## config.mk

```make
export PLATFORM = sky130hd
export DESIGN_NAME = tournament_selector_flat
export DESIGN_NICKNAME = d
export VERILOG_FILES = /design/src/rtl/tournament_selector_if.sv /design/src/rtl/tournament_selector.sv /design/src/flat_wrapper.sv
export SDC_FILE = /design/constraint.sdc
export NUM_CORES = 1
export LEC_CHECK = 0
export ABC_AREA = 1
export BUFFER_PORTS_ARGS = -buffer_cell sky130_fd_sc_hd__buf_2
export CAP_MARGIN = 20
export CELL_PAD_IN_SITES_DETAIL_PLACEMENT = 1
export CELL_PAD_IN_SITES_GLOBAL_PLACEMENT = 1
export CORE_AREA = 2 2 192 118
export CTS_CLUSTER_DIAMETER = 40
export CTS_CLUSTER_SIZE = 16
export DETAILED_ROUTE_END_ITERATION = 6
export DIE_AREA = 0 0 194 120
export PLACE_DENSITY_LB_ADDON = 0.08
export SLEW_MARGIN = 20
export SYNTH_ARGS = -nofsm -noshare
export SYNTH_HDL_FRONTEND = slang
export SYNTH_SLANG_ARGS = --single-unit
```

## constraint.sdc

```tcl
create_clock -name clk -period 4.96 [get_ports clk]
set_input_delay 0.496 -clock clk [delete_from_list [all_inputs] [get_ports clk]]
set_output_delay 0.496 -clock clk [all_outputs]
set_load 0.01 [all_outputs]
```

## src/rtl/tournament_selector_if.sv

```systemverilog
// tournament_selector_if: population and fitness-evaluator bus.
// master = selector side, slave = population/evaluator side.
interface tournament_selector_if #(
  parameter int Width        = 32,
  parameter int FitnessWidth = 16
);

  logic                    ce;
  logic [Width-1:0]        individual;
  logic                    we;
  logic [Width-1:0]        winner;
  logic                    fit_req;
  logic [Width-1:0]        fit_individual;
  logic                    fit_ack;
  logic [FitnessWidth-1:0] fitness;

  modport master (
    output ce,
    output we,
    output winner,
    output fit_req,
    output fit_individual,
    input  individual,
    input  fit_ack,
    input  fitness
  );

  modport slave (
    input  ce,
    input  we,
    input  winner,
    input  fit_req,
    input  fit_individual,
    output individual,
    output fit_ack,
    output fitness
  );

endinterface

```

## src/rtl/tournament_selector.sv

```systemverilog
// tournament_selector: one compact-GA tournament per generation.
// Samples A/B, evaluates both, emits the fitter and tracks the best.
module tournament_selector #(
  parameter int Width          = 32,
  parameter int FitnessWidth   = 16,
  parameter int GenWidth       = 16,
  parameter int MaxGenerations = 1000
) (
  input  logic                    clk,
  input  logic                    rst,
  input  logic                    start,
  tournament_selector_if.master   bus,
  output logic [Width-1:0]        best,
  output logic [FitnessWidth-1:0] best_fitness,
  output logic [GenWidth-1:0]     generation,
  output logic                    busy,
  output logic                    done
);

  localparam logic [GenWidth-1:0] GenMax =
    GenWidth'(MaxGenerations);

  typedef enum logic [3:0] {
    IDLE,
    SMP_A,
    CAP_A,
    EVAL_A,
    SMP_B,
    CAP_B,
    EVAL_B,
    UPDATE,
    DONE
  } state_t;

  state_t state;
  state_t state_n;

  logic [Width-1:0]        reg_a;
  logic [Width-1:0]        reg_b;
  logic [Width-1:0]        winner_q;
  logic [FitnessWidth-1:0] fit_a;
  logic                    best_valid;

  logic ce;
  logic we;
  logic fit_req;

  logic                    b_wins;
  logic [Width-1:0]        win_ind;
  logic [FitnessWidth-1:0] win_fit;
  logic                    run_start;
  logic                    eval_b_ack;

  // B must be strictly fitter; a tie keeps A.
  assign b_wins  = bus.fitness > fit_a;
  assign win_ind = b_wins ? reg_b : reg_a;
  assign win_fit = b_wins ? bus.fitness : fit_a;

  assign run_start  = start &&
                      (state == IDLE || state == DONE);
  assign eval_b_ack = (state == EVAL_B) && bus.fit_ack;

  // State register
  always_ff @(posedge clk) begin
    if (rst) state <= IDLE;
    else     state <= state_n;
  end

  // Next state and one-cycle strobes
  always_comb begin
    state_n = state;
    ce      = 1'b0;
    we      = 1'b0;
    fit_req = 1'b0;
    unique case (state)
      IDLE, DONE: begin
        if (start) state_n = SMP_A;
      end
      SMP_A: begin
        ce      = 1'b1;
        state_n = CAP_A;
      end
      CAP_A: state_n = EVAL_A;
      EVAL_A: begin
        fit_req = 1'b1;
        if (bus.fit_ack) state_n = SMP_B;
      end
      SMP_B: begin
        ce      = 1'b1;
        state_n = CAP_B;
      end
      CAP_B: state_n = EVAL_B;
      EVAL_B: begin
        fit_req = 1'b1;
        if (bus.fit_ack) state_n = UPDATE;
      end
      UPDATE: begin
        we      = 1'b1;
        state_n = (generation == GenMax) ? DONE : SMP_A;
      end
      default: state_n = IDLE;
    endcase
  end

  // Samples, fitness, winner and best-so-far; the generation's
  // results are registered on B's ack so they show with we.
  always_ff @(posedge clk) begin
    if (rst) begin
      reg_a        <= '0;
      reg_b        <= '0;
      fit_a        <= '0;
      winner_q     <= '0;
      best         <= '0;
      best_fitness <= '0;
      best_valid   <= 1'b0;
      generation   <= '0;
    end else begin
      if (run_start) begin
        generation   <= '0;
        best         <= '0;
        best_fitness <= '0;
        best_valid   <= 1'b0;
      end
      if (state == CAP_A) reg_a <= bus.individual;
      if (state == CAP_B) reg_b <= bus.individual;
      if (state == EVAL_A && bus.fit_ack) begin
        fit_a <= bus.fitness;
      end
      if (eval_b_ack) begin
        winner_q <= win_ind;
        if (generation != GenMax) begin
          generation <= generation + GenWidth'(1);
        end
        if (!best_valid || win_fit > best_fitness) begin
          best         <= win_ind;
          best_fitness <= win_fit;
          best_valid   <= 1'b1;
        end
      end
    end
  end

  assign bus.ce      = ce;
  assign bus.we      = we;
  assign bus.fit_req = fit_req;
  assign bus.winner  = winner_q;

  assign bus.fit_individual =
    (state == EVAL_A) ? reg_a :
    (state == EVAL_B) ? reg_b : '0;

  assign busy = !(state == IDLE || state == DONE);
  assign done = (state == DONE);

endmodule

```

## src/flat_wrapper.sv

```systemverilog
// flat-port wrapper written by rule: the top's interface ports become plain ports
module tournament_selector_flat 
#(
  parameter int Width          = 32,
  parameter int FitnessWidth   = 16,
  parameter int GenWidth       = 16,
  parameter int MaxGenerations = 1000
)
  (clk, rst, start, best, best_fitness, generation, busy, done, bus_ce, bus_we, bus_winner, bus_fit_req, bus_fit_individual, bus_individual, bus_fit_ack, bus_fitness);
  tournament_selector_if #(.Width(Width), .FitnessWidth(FitnessWidth)) bus_i ();
  input  logic clk;
  input  logic rst;
  input  logic start;
  output logic [Width-1:0] best;
  output logic [FitnessWidth-1:0] best_fitness;
  output logic [GenWidth-1:0] generation;
  output logic busy;
  output logic done;
  output wire logic [$bits(bus_i.ce)-1:0] bus_ce;
  output wire logic [$bits(bus_i.we)-1:0] bus_we;
  output wire logic [$bits(bus_i.winner)-1:0] bus_winner;
  output wire logic [$bits(bus_i.fit_req)-1:0] bus_fit_req;
  output wire logic [$bits(bus_i.fit_individual)-1:0] bus_fit_individual;
  input wire logic [$bits(bus_i.individual)-1:0] bus_individual;
  input wire logic [$bits(bus_i.fit_ack)-1:0] bus_fit_ack;
  input wire logic [$bits(bus_i.fitness)-1:0] bus_fitness;
  assign bus_ce = bus_i.ce;
  assign bus_we = bus_i.we;
  assign bus_winner = bus_i.winner;
  assign bus_fit_req = bus_i.fit_req;
  assign bus_fit_individual = bus_i.fit_individual;
  assign bus_i.individual = bus_individual;
  assign bus_i.fit_ack = bus_fit_ack;
  assign bus_i.fitness = bus_fitness;
  tournament_selector #(.Width(Width), .FitnessWidth(FitnessWidth), .GenWidth(GenWidth), .MaxGenerations(MaxGenerations)) u_core (.clk(clk), .rst(rst), .start(start), .bus(bus_i), .best(best), .best_fitness(best_fitness), .generation(generation), .busy(busy), .done(done));
endmodule
```

# Yosys cells after proc, flatten, opt, wreduce, memory -nomap -nowiden
# Index checks and enable logic that the tools add are counted.
[classes]
n_addsub = 1
n_mul = 0
div_mod_pow = 0
order_cmp = 2
n_eq_ne = 13
n_shift = 0
mux = 24
bitwise_logic = 0
n_reduce_logical = 12
[ops]
columns = ["cell", "n"]
rows = [
  ["2-to-1 mux 32 bit", 6],
  ["2-to-1 mux 16 bit", 7],
  ["> comparator 16 bit", 2],
  ["one-hot mux 4 bit (8 select lines)", 1],
  ["adder 16 x 1 -> 16 bit (second input constant)", 1],
  ["== test 16 x 10 -> 1 bit (second input constant)", 1],
  ["== test 4 x 3 -> 1 bit (second input constant)", 4],
  ["2-to-1 mux 4 bit", 4],
  ["inequality test 16 x 10 -> 1 bit (second input constant)", 1],
  ["== test 4 x 2 -> 1 bit (second input constant)", 2],
  ["2-to-1 mux 1 bit", 6],
  ["inequality test 2 bit (second input constant)", 3],
  ["OR reduction 2 bit", 3],
  ["== test 4 x 1 -> 1 bit (second input constant)", 1],
  ["== test 4 bit (second input constant)", 1],
  ["zero test 4 bit", 1],
  ["logical AND 1 bit", 3],
  ["AND reduction 3 bit", 1],
  ["zero test 1 bit", 2],
  ["logical OR 1 bit", 2],
]
[totals]
register_bits = 181
latchBits = 0
mem_bits_rw = 0
mem_bits_ro = 0
out_inout_bits = 133
word_cells = 61
memories = 0

# Longest topological paths before layout
# Gate-level depths: netlist of run 1.
[logic_depth]
ltp_word = 6
mapped_depth = 34
ltp_nobuf = 31

# Worst setup path after synthesis of run 1
# OpenSTA, ideal clock, no wires.
[synth_path]
path_type = "input port to flip-flop"
startpoint = "input bus_fitness[15]"
endpoint = "register u_core.best[0]"
setup_time_ns = 0.113
t_arrival_ns = 3.015
required_ns = 4.847
setup_slack_ns = 1.832
path_stages = 21
path_buffers = 3
path_cell_list = "ha_1 nand2_1 nor4_4 nand2_1 nand2_2 nand2_2 buf_2 nand2_1 nand2_1 ha_1 nand2_1 nor3_1 nand2_1 nand2_1 nand2_1 nand2_1 nand2_1 buf_2 buf_4 nor2_1 nor2_1"
[synth_between]
elab_chain_len = 6
[synth_lines]
columns = ["item", "line_no", "text"]
rows = [
  ["start, declared", "flat_wrapper.sv:26", "input wire logic [$bits(bus_i.fitness)-1:0] bus_fitness;"],
  ["> comparator 16 bit", "tournament_selector.sv:55", "assign b_wins = bus.fitness > fit_a;"],
  ["2-to-1 mux 16 bit", "tournament_selector.sv:57", "assign win_fit = b_wins ? bus.fitness : fit_a;"],
  ["> comparator 16 bit", "tournament_selector.sv:134", "if (!best_valid || win_fit > best_fitness) begin"],
  ["logical OR 1 bit", "tournament_selector.sv:134", ""],
  ["2-to-1 mux 32 bit (*)", "tournament_selector.sv:134", ""],
  ["2-to-1 mux 32 bit (*)", "tournament_selector.sv:129", "if (eval_b_ack) begin"],
  ["end signal, assigned", "tournament_selector.sv:135", "best <= win_ind;"],
  ["end, declared", "tournament_selector.sv:13", "output logic [Width-1:0] best,"],
]
# Every way passes the cells marked *; elsewhere a longest branch is shown, timed or not.
# A chain may end at the register's enable or synchronous reset.

# Final worst setup path of run 1
[layout_path]
startpoint = "register u_core.fit_a[14]"
endpoint = "register u_core.best[29]"
[layout_between]
elab_chain_len = 6
[layout_lines]
columns = ["item", "line_no", "text"]
rows = [
  ["start, declared", "tournament_selector.sv:41", "logic [FitnessWidth-1:0] fit_a;"],
  ["start signal, assigned", "tournament_selector.sv:127", "fit_a <= bus.fitness;"],
  ["> comparator 16 bit", "tournament_selector.sv:55", ""],
  ["2-to-1 mux 16 bit", "tournament_selector.sv:57", ""],
  ["> comparator 16 bit", "tournament_selector.sv:134", ""],
  ["logical OR 1 bit", "tournament_selector.sv:134", ""],
  ["2-to-1 mux 32 bit (*)", "tournament_selector.sv:134", ""],
  ["2-to-1 mux 32 bit (*)", "tournament_selector.sv:129", ""],
]
# Marks and branches as above.

==> results of run 1 <==
==> registers in the layout (all words and copies together), names as in the netlist <==
name                 flops
u_core.best_fitness     16
u_core.generation       16
u_core.reg_b            32
u_core.reg_a            32
u_core.bus.winner       32
u_core.fit_a            16
u_core.best             32
u_core.best_valid        1
u_core.state             4
==> stage by stage <==
stage,utilization (%),instances,total power (µW),cell area (µm²)
after CTS,49.1,1752,3580,10600
after floorplan,-,1312,1920,8910
after global routing,49.1,1752,3710,10600
after global placement,46.2,1721,2090,10000
final,49.1,1752,3560,10600
after detailed placement,46.2,1721,2110,10000
==> cell families (layout without fill, tap and decap cells) <==
kind of cell | Yosys count | after routing
compound gates | 242 | 242
xor+xnor | 3 | 3
fa+ha+maj | 34 | 34
buf+inv | 188 | 342
flops | 181 | 181
simple gates | 664 | 664
==> area by class of cell <==
cell class                 count  area share (%)
tap                          286            3.37
clock inverter                10            1.44
timing repair buffer         200            10.0
multi-input combinational    943            42.7
inverter                     111            3.95
clock buffer                  21            4.43
sequential                   181            34.1
==> worst max-delay path, cell delays in order (launching register included) <==
cell     delay [ps]
dfxtp_1         350
inv_1            90
ha_1            270
nand2_1         100
nor4_4          430
nand2_1         110
nand2_2          90
buf_4           500
nand3_1         150
nand2_1         160
ha_1            140
nand2_1          50
inv_1            70
nand3_1          80
nor3_1          280
nand3_1         150
nand2_1         100
nand2_1          80
nand2_4         310
buf_12          260
nand2_1          90
nand2_1          80
nor2_1           50
==> routing by layer <==
metal	GRT usage, %	vias to the layer above	wire, µm
met5	0	-	7
met4	5.68	2	313
met3	3.96	22	1570
met2	40.5	228	12900
met1	38.3	4323	15600
li1	-	4475	-
==> placed cells by master (no fill, tap or decap), types with 13 or more instances in the layout <==
master / count
a21oi_1: 46
a22o_1: 33
buf_2: 184
buf_4: 14
clkbuf_16: 17
dfxtp_1: 181
ha_1: 34
inv_1: 106
nand2_1: 325
nand3_1: 61
nor2_1: 251
nor3_1: 13
o21ai_0: 124
o21bai_1: 32
==> how the worst max path moves through the flow <==
stage / from / endpoint / slack (ps) / cells past startpoint
2_1_floorplan: bus_fitness[15] / u_core.best[0]$_SDFF_PP0_ / 1830 / 21
3_3_place_gp: bus_fitness[15] / u_core.best_fitness[14]$_SDFF_PP0_ / 730 / 22
3_5_place_dp: bus_fitness[15] / u_core.best[11]$_SDFF_PP0_ / 690 / 22
4_1_cts: u_core.fit_a[14]$_SDFFE_PP0P_ / u_core.best[29]$_SDFF_PP0_ / 830 / 22
5_1_grt: u_core.fit_a[14]$_SDFFE_PP0P_ / u_core.best[28]$_SDFF_PP0_ / 380 / 23
6_report: u_core.fit_a[14]$_SDFFE_PP0P_ / u_core.best[29]$_SDFF_PP0_ / 810 / 22
==> power groups by stage <==
stage,combinational [µW],sequential [µW],clock [µW]
3_3_place_gp,492,1600,0
2_1_floorplan,334,1590,0
4_1_cts,507,1570,1500
5_1_grt,573,1580,1560
6_report,507,1570,1480
3_5_place_dp,503,1600,0
==> flow_metrics.env, run 1 <==
export IMPL_status="finished clean"
export IMPL_synth_area_um2=8910
export IMPL_ys_flop_type="dfxtp_1"
export IMPL_synth_top_family_by_area="simple AND/OR/NAND/NOR gates"
export IMPL_fin_skew_ps=9.08
export IMPL_grt_start_max_net_pins=99
export IMPL_whs_endpoint="u_core.reg_b[24]$_SDFFE_PP0P_"
export IMPL_path_max_fanout=48
export IMPL_critical_path_class="reg2reg"
export IMPL_via_count=9050
export IMPL_grt_pass1_vias=8969
export IMPL_period_needed_ps=4150
export IMPL_hold_viol=0
export IMPL_drc=0
export IMPL_power_frac_seq_pct=44.1
export IMPL_overflow=0
export IMPL_muxShareOfSynthArea_pct=0
export IMPL_gp_congestion=0.840
export IMPL_async_flop_share_pct=0
export IMPL_antenna_found_initial=1
export IMPL_ys_top_cells_by_count="nand2_1, nor2_1, dfxtp_1"
export IMPL_grt_pass1_wl_mm=48.4
export IMPL_synth_compound_area_share_pct=16.0
export IMPL_switching_share_pct=28.3
export IMPL_cts_sinks=181
export IMPL_rsz0062_at_grt="no"
export IMPL_cts_setup_buffers=0
export IMPL_multi_input_area_um2=4530
export IMPL_hp_start="bus_individual[24]"
export IMPL_worstSetupEndpointType="register"
export IMPL_ir_worst_vdd_mv=0.253
export IMPL_setup_violations=0
export IMPL_r2r_slack_ps=810
export IMPL_rows=42
export IMPL_cts_root_buffer="clkbuf_16"
export IMPL_synth_enable_flop_cells=0
export IMPL_clockPowerShare_pct=41.7
export IMPL_whs_ps=311
export IMPL_maxCapViolations=0
export IMPL_cts_resized=0
export IMPL_timing_final_ws_setup_ps=807
export IMPL_setup_tns_final_ps=0
export IMPL_postCtsHoldBufs=0
export IMPL_synthesis_instances=1312
export IMPL_regArea_um2=3620
export IMPL_critPathLaunchType="register"
export IMPL_required_ps=5300
export IMPL_synthAdderAreaFrac_pct=4.77
export IMPL_start_util_pct=41.2
export IMPL_ant_nets=0
export IMPL_fmax_ghz=0.241
export IMPL_postSynthAreaPerCell_um2=6.79
export IMPL_hp_class="in2reg"
export IMPL_initialDrtViolationCount=502
export IMPL_hold_depth=3
export IMPL_clk_pin_slew_worst_paths_ps=70
export IMPL_crit_arrival_ps=4490
export IMPL_p_leak_uw=0.00542
export IMPL_nFillCells=2889
export IMPL_rr_startpoint="u_core.fit_a[14]$_SDFFE_PP0P_"
export IMPL_yosysUniqueCellTypes=35
export IMPL_drt_total_wl_mm=30.4
export IMPL_power_density_nw_per_um2=335
export IMPL_first_pass_iters=5
export IMPL_final_nets=1540
export IMPL_detailedPlace_worstSlack_ps=688
export IMPL_cts_tree="yes"
export IMPL_core_region_area_um2=21700
export IMPL_antenna_cells=0
export IMPL_synth_xor_xnor_area_share_pct=0.295
export IMPL_synth_top_area_share_pct=40.7
export IMPL_drive_gt1_share_pct=16.5
export IMPL_worst_pin_slew_ps=1030
export IMPL_maxSlewHeadroom_pct=30.9
export IMPL_yosysWarnings=0
export IMPL_vias_per_cell=5.17
export IMPL_r2r_end="u_core.best[29]$_SDFF_PP0_"
export IMPL_cts_buffer_depth=2
export IMPL_ff2ff_path_depth=22
export IMPL_synth_area_leaders="dfxtp_1, nand2_1, nor2_1"
export IMPL_combPwrFrac_pct=14.2
export IMPL_dieArea_um2=23300
export IMPL_hpwl_mm=20.9
export IMPL_yosysSeqAreaShare_pct=40.7
export IMPL_yosysTopAreaCell="dfxtp_1"
export IMPL_ys_ff_latch=181
export IMPL_numPortBuffers=184
export IMPL_synth_most_common_cell="nand2_1"
export IMPL_syn_nets=1398
export IMPL_cts_buffers=17
export IMPL_wl_per_cell_um=17.3
export IMPL_synth_simple_gate_area_share_pct=29.7
export IMPL_period_share_pct=83.7
export IMPL_die_h_um=120
export IMPL_num_io_pins=185
export IMPL_syn2layout_area_growth_pct=19.2
export IMPL_intPower_uw=2550
export IMPL_clk_insertion_delay_late_ps=440
export IMPL_report_final_slew_viol_count=0
export IMPL_h_tree_depth=4
export IMPL_die_x_um=194
export IMPL_p_sw_uw=1010
export IMPL_grtUsageTotal_pct=26.1
Power figures use the tool's default switching activity.
==> run 2: changes to the inputs <==
Settings changed: CORE_AREA 2 2 192 118 to 2 2 199 123, DIE_AREA 0 0 194 120 to 0 0 201 125.
Clock period 4.96 ns to 4.2 ns, I/O delays scaled along.
==> run 2 against run 1 <==
Net effect: cell area increased by 0.69%; combinational power increased by 19%; first-iteration DRC count decreased by 6.2%; sequential power increased by 18%; core utilization decreased by 3.6 points; worst setup slack got worse by 390 ps; critical path depth decreased by 1.
==> flow_metrics.env, run 2 (synthesized netlist as in run 1, its figures left out) <==
export IMPL_clk_insertion_delay_late_ps=440
export IMPL_critPathLaunchType="register"
export IMPL_hp_class="in2reg"
export IMPL_grt_pass1_wl_mm=48.8
export IMPL_num_io_pins=185
export IMPL_maxCapViolations=0
export IMPL_maxSlewHeadroom_pct=33.6
export IMPL_required_ps=4520
export IMPL_hold_viol=0
export IMPL_status="finished clean"
export IMPL_numPortBuffers=184
export IMPL_clk_pin_slew_worst_paths_ps=70
export IMPL_cts_root_buffer="clkbuf_16"
export IMPL_cts_sinks=181
export IMPL_worstSetupEndpointType="register"
export IMPL_layout_common_cells="nand2_1, nor2_1, buf_2, dfxtp_1, o21ai_0"
export IMPL_cts_buffers=17
export IMPL_final_nets=1544
export IMPL_worst_pin_slew_ps=993
export IMPL_ant_nets=0
export IMPL_initialDrtViolationCount=471
export IMPL_period_share_pct=90.1
export IMPL_drt_total_wl_mm=30.7
export IMPL_fin_skew_ps=11.7
export IMPL_rows=44
export IMPL_dieArea_um2=25100
export IMPL_final_util_pct=45.5
export IMPL_hpwl_mm=21.3
export IMPL_path_max_fanout=80
export IMPL_first_pass_iters=4
export IMPL_drive_gt1_share_pct=16.7
export IMPL_syn2layout_area_growth_pct=20.0
export IMPL_rsz0062_at_grt="no"
export IMPL_grtUsageTotal_pct=24.6
export IMPL_wl_per_cell_um=17.1
export IMPL_final_common_cell="nand2_1"
export IMPL_gp_congestion=0.830
export IMPL_cts_tree="yes"
export IMPL_critical_path_class="reg2reg"
export IMPL_cts_buffer_depth=2
export IMPL_setup_tns_final_ps=0
export IMPL_antenna_cells=0
export IMPL_crit_arrival_ps=4110
export IMPL_grt_pass1_vias=8719
export IMPL_via_count=8917
export IMPL_start_util_pct=37.9
export IMPL_vias_per_cell=4.98
export IMPL_ir_worst_vdd_mv=0.273
export IMPL_fmax_ghz=0.264
export IMPL_h_tree_depth=4
export IMPL_die_h_um=125
export IMPL_r2r_slack_ps=420
export IMPL_antenna_found_initial=0
export IMPL_period_needed_ps=3780
export IMPL_overflow=0
export IMPL_power_density_nw_per_um2=386
export IMPL_core_region_area_um2=23500
export IMPL_setup_violations=0
export IMPL_report_final_slew_viol_count=0
export IMPL_p_leak_uw=0.00543
export IMPL_die_x_um=201
export IMPL_grt_start_max_net_pins=82
export IMPL_drc=0
==> run 2: cell types whose count changed in the layout (fill, tap and decap cells not counted), sizes merged <==
cell      change
buf           +4
bufinv        -1
clkbuf        +1
clkinv        +1
clkinvlp      -1
==> run 2: layer usage <==
layer | wire (µm) | GRT usage [%] | part of all wire [%] | up-vias
met5 | 0 | 0 | 0 | -
met4 | 273 | 5.14 | 0.89 | 0
met3 | 1390 | 4.38 | 4.5 | 19
met2 | 13000 | 37.0 | 42 | 183
met1 | 16100 | 36.6 | 52 | 4238
li1 | - | - | - | 4477
==> run 2: cell type report <==
type	instances	area, µm²
tap	322	403
clock inverter	9	128
timing repair buffer	204	1120
fill	3125	12800
sequential	181	3620
clock buffer	22	464
inverter	111	419
multi-input combinational	943	4540
==> run 2: critical path, cell delays in order (launching register included) <==
cell	delay, ps
dfxtp_1	330
inv_1	60
ha_1	300
nand2_1	120
nor4_4	390
nand3_2	160
buf_4	360
nand3_1	170
nand2_1	100
ha_1	280
nand2_1	50
inv_1	70
nand3_1	110
nor3_2	240
nand3_1	130
nand2_1	90
nand2_1	80
nand2_4	90
buf_16	290
nand2_1	90
nand2_1	80
nor2_1	60
==> run 2: through the flow <==
step | instances | hold slack, ps | worst slack [ps] | area [µm²] | power, µW
CTS | 1792 | 235 | 202 | 10700 | 4160
finish | 1792 | 250 | 416 | 10700 | 4120
floorplan | 1312 | 441 | 1150 | 8910 | 2270
global route | 1792 | 246 | 3.00 | 10700 | 4330
detailed placement | 1761 | 471 | 96.7 | 10100 | 2490
global placement | 1761 | 467 | 148 | 10100 | 2480
==> run 2: worst paths after layout <==
kind | start | end | cells after the start
worst max-delay path | u_core.fit_a[15]$_SDFFE_PP0P_ | u_core.best[25]$_SDFF_PP0_ | 21
worst min register to register | u_core.fit_a[1]$_SDFFE_PP0P_ | u_core.fit_a[1]$_SDFFE_PP0P_ | 2
worst min-delay path | bus_individual[22] | u_core.reg_a[22]$_SDFFE_PP0P_ | 3
worst max register to register | u_core.fit_a[15]$_SDFFE_PP0P_ | u_core.best[25]$_SDFF_PP0_ | 21
==> run 2: what timing repair did <==
item | CTS | global route
setup endpoints to repair | 0 | 43
hold endpoints to repair | 0 | 0
hold buffers | 0 | 0
gates resized for setup | 0 | 3
setup buffers | 0 | 0
==> run 2: power by group <==
group	switching, µW	leakage, µW	total (µW)	internal (µW)
Combinational	412	0.00367	601	188
Sequential	59.4	0.00146	1850	1790
Clock	705	0.000294	1670	964
Total	1180	0.00543	4120	2950
==> run 3: changes to the inputs <==
Settings changed: MAX_ROUTING_LAYER set to met4, SKIP_LAST_GASP set to 1.
==> run 3 against run 2 <==
Net effect: sequential share of layout area did not move; die area did not move; via count fell by 0.22%; wire length decreased by 0.13%; sequential cell count did not move; global-route usage increased by 0.74 points; cell area is the same; sequential power about the same; register-to-register slack is essentially flat.
==> flow_metrics.env, run 3 (synthesized netlist as in run 1, its figures left out) <==
export IMPL_status="finished clean"
export IMPL_ant_nets=0
export IMPL_power_density_nw_per_um2=386
export IMPL_antenna_found_initial=0
export IMPL_maxSlewHeadroom_pct=33.5
export IMPL_max_stage_delay_ps=380
export IMPL_rsz0062_at_grt="no"
export IMPL_fmax_ghz=0.265
export IMPL_clk_pin_slew_worst_paths_ps=70
export IMPL_placed_cells=1761
export IMPL_slowest_stage="nor4_4"
export IMPL_grt_start_max_net_pins=82
export IMPL_worstPathCellList="inv_1 > ha_1 > nand2_1 > nor4_4 > nand3_2 > buf_4 > nand3_1 > nand2_1 > ha_1 > nand2_1 > inv_1 > nand3_1 > nor3_2 > nand3_1 > nand2_1 > nand2_1 > nand2_4 > buf_16 > nand2_1 > nand2_1 > nor2_1"
export IMPL_final_util_pct=45.5
export IMPL_grt_pass1_vias=8746
export IMPL_layout_common_cells="nand2_1, nor2_1, buf_2, dfxtp_1, o21ai_0"
export IMPL_cts_sinks=181
export IMPL_die_h_um=125
export IMPL_cp_top_family="simple AND/OR/NAND/NOR gates"
export IMPL_report_final_slew_viol_count=0
export IMPL_crit_arrival_ps=4100
export IMPL_fin_skew_ps=11.3
export IMPL_drt_total_wl_mm=30.7
export IMPL_initialDrtViolationCount=468
export IMPL_worst_pin_slew_ps=995
export IMPL_hold_viol=0
export IMPL_antenna_cells=0
export IMPL_final_nets=1544
export IMPL_drc=0
export IMPL_fin_cells=1792
export IMPL_hpwl_mm=21.3
export IMPL_hp_class="in2reg"
export IMPL_gp_congestion=0.842
export IMPL_maxCapViolations=0
export IMPL_grt_pass1_wl_mm=48.7
export IMPL_start_util_pct=37.9
export IMPL_overflow=0
export IMPL_setup_violations=0
export IMPL_num_io_pins=185
export IMPL_core_region_area_um2=23500
export IMPL_ir_worst_vdd_mv=0.277
export IMPL_first_pass_iters=5
export IMPL_critical_path_class="reg2reg"
export IMPL_rows=44
export IMPL_whs_ps=245
export IMPL_vias_per_cell=4.96
export IMPL_cts_tree="yes"
export IMPL_required_ps=4530
export IMPL_worst_path_buf_inv=4
export IMPL_numPortBuffers=184
export IMPL_period_needed_ps=3780
export IMPL_p_leak_uw=0.00543
export IMPL_syn2layout_area_growth_pct=20.0
export IMPL_postCtsHoldBufs=0
export IMPL_grtUsageTotal_pct=25.3
export IMPL_clk_insertion_delay_late_ps=440
export IMPL_period_share_pct=89.9
export IMPL_die_x_um=201
export IMPL_cts_buffer_depth=2
export IMPL_path_common_cell="nand2_1"
export IMPL_placed_cell_area_um2=10100
export IMPL_cts_buffers=17
export IMPL_dieArea_um2=25100
export IMPL_path_max_fanout=80
export IMPL_critPathLaunchType="register"
export IMPL_final_common_cell="nand2_1"
export IMPL_h_tree_depth=4
export IMPL_setup_tns_final_ps=0
export IMPL_stdcell_area_um2=10700
export IMPL_wl_per_cell_um=17.1
export IMPL_drive_gt1_share_pct=16.7
export IMPL_worstSetupEndpointType="register"
export IMPL_cts_root_buffer="clkbuf_16"
export IMPL_via_count=8897
## run 3: power breakdown
part / total [µW] / switching, µW / internal, µW
logic: 601 / 412 / 188
registers: 1850 / 59.0 / 1790
clock network: 1670 / 705 / 964
## run 3: metrics by stage
stage,setup slack [ps],power [µW]
global route,5.45,4330
floorplan,1150,2270
finish,423,4120
global placement,148,2480
detailed placement,96.7,2490
CTS,202,4160
## run 3: timing repair
action | in CTS | in global routing
resized for setup | 0 | 3
setup endpoints to repair | 0 | 43
buffers inserted | 0 | 0
## run 3: path summary, 6_finish.rpt
path | slack [ps] | depth (start not counted) | startpoint | to
hold / removal | 250 | 3 | bus_individual[22] | u_core.reg_a[22]$_SDFFE_PP0P_
setup reg to reg | 420 | 21 | u_core.fit_a[15]$_SDFFE_PP0P_ | u_core.best[25]$_SDFF_PP0_
setup / recovery | 420 | 21 | u_core.fit_a[15]$_SDFFE_PP0P_ | u_core.best[25]$_SDFF_PP0_
hold reg to reg | 480 | 2 | u_core.fit_a[1]$_SDFFE_PP0P_ | u_core.fit_a[1]$_SDFFE_PP0P_
## run 3: cell type report
| type | count | area, µm² |
|---|---|---|
| Timing Repair Buffer | 204 | 1120 |
| Multi-Input combinational cell | 943 | 4540 |
| Tap cell | 322 | 403 |
| Fill cell | 3125 | 12800 |
| Clock buffer | 22 | 464 |
| Sequential cell | 181 | 3620 |
| Clock inverter | 9 | 128 |
| Inverter | 111 | 419 |
## run 3: layer usage
| metal | wire length, µm | part of all wire (%) | global-route usage (%) |
|---|---|---|---|
| met1 | 16200 | 53 | 36.4 |
| met3 | 1290 | 4.2 | 4.25 |
| met4 | 284 | 0.93 | 5.14 |
| met2 | 12900 | 42 | 37.3 |
| met5 | 0 | 0 | - |
## run 3: worst reg2reg max path, cell delays in order (launching register included)
cell,delay (ps)
dfxtp_1,330
inv_1,60
ha_1,290
nand2_1,120
nor4_4,380
nand3_2,160
buf_4,360
nand3_1,180
nand2_1,100
ha_1,280
nand2_1,50
inv_1,70
nand3_1,110
nor3_2,240
nand3_1,130
nand2_1,90
nand2_1,80
nand2_4,90
buf_16,290
nand2_1,110
nand2_1,80
nor2_1,60
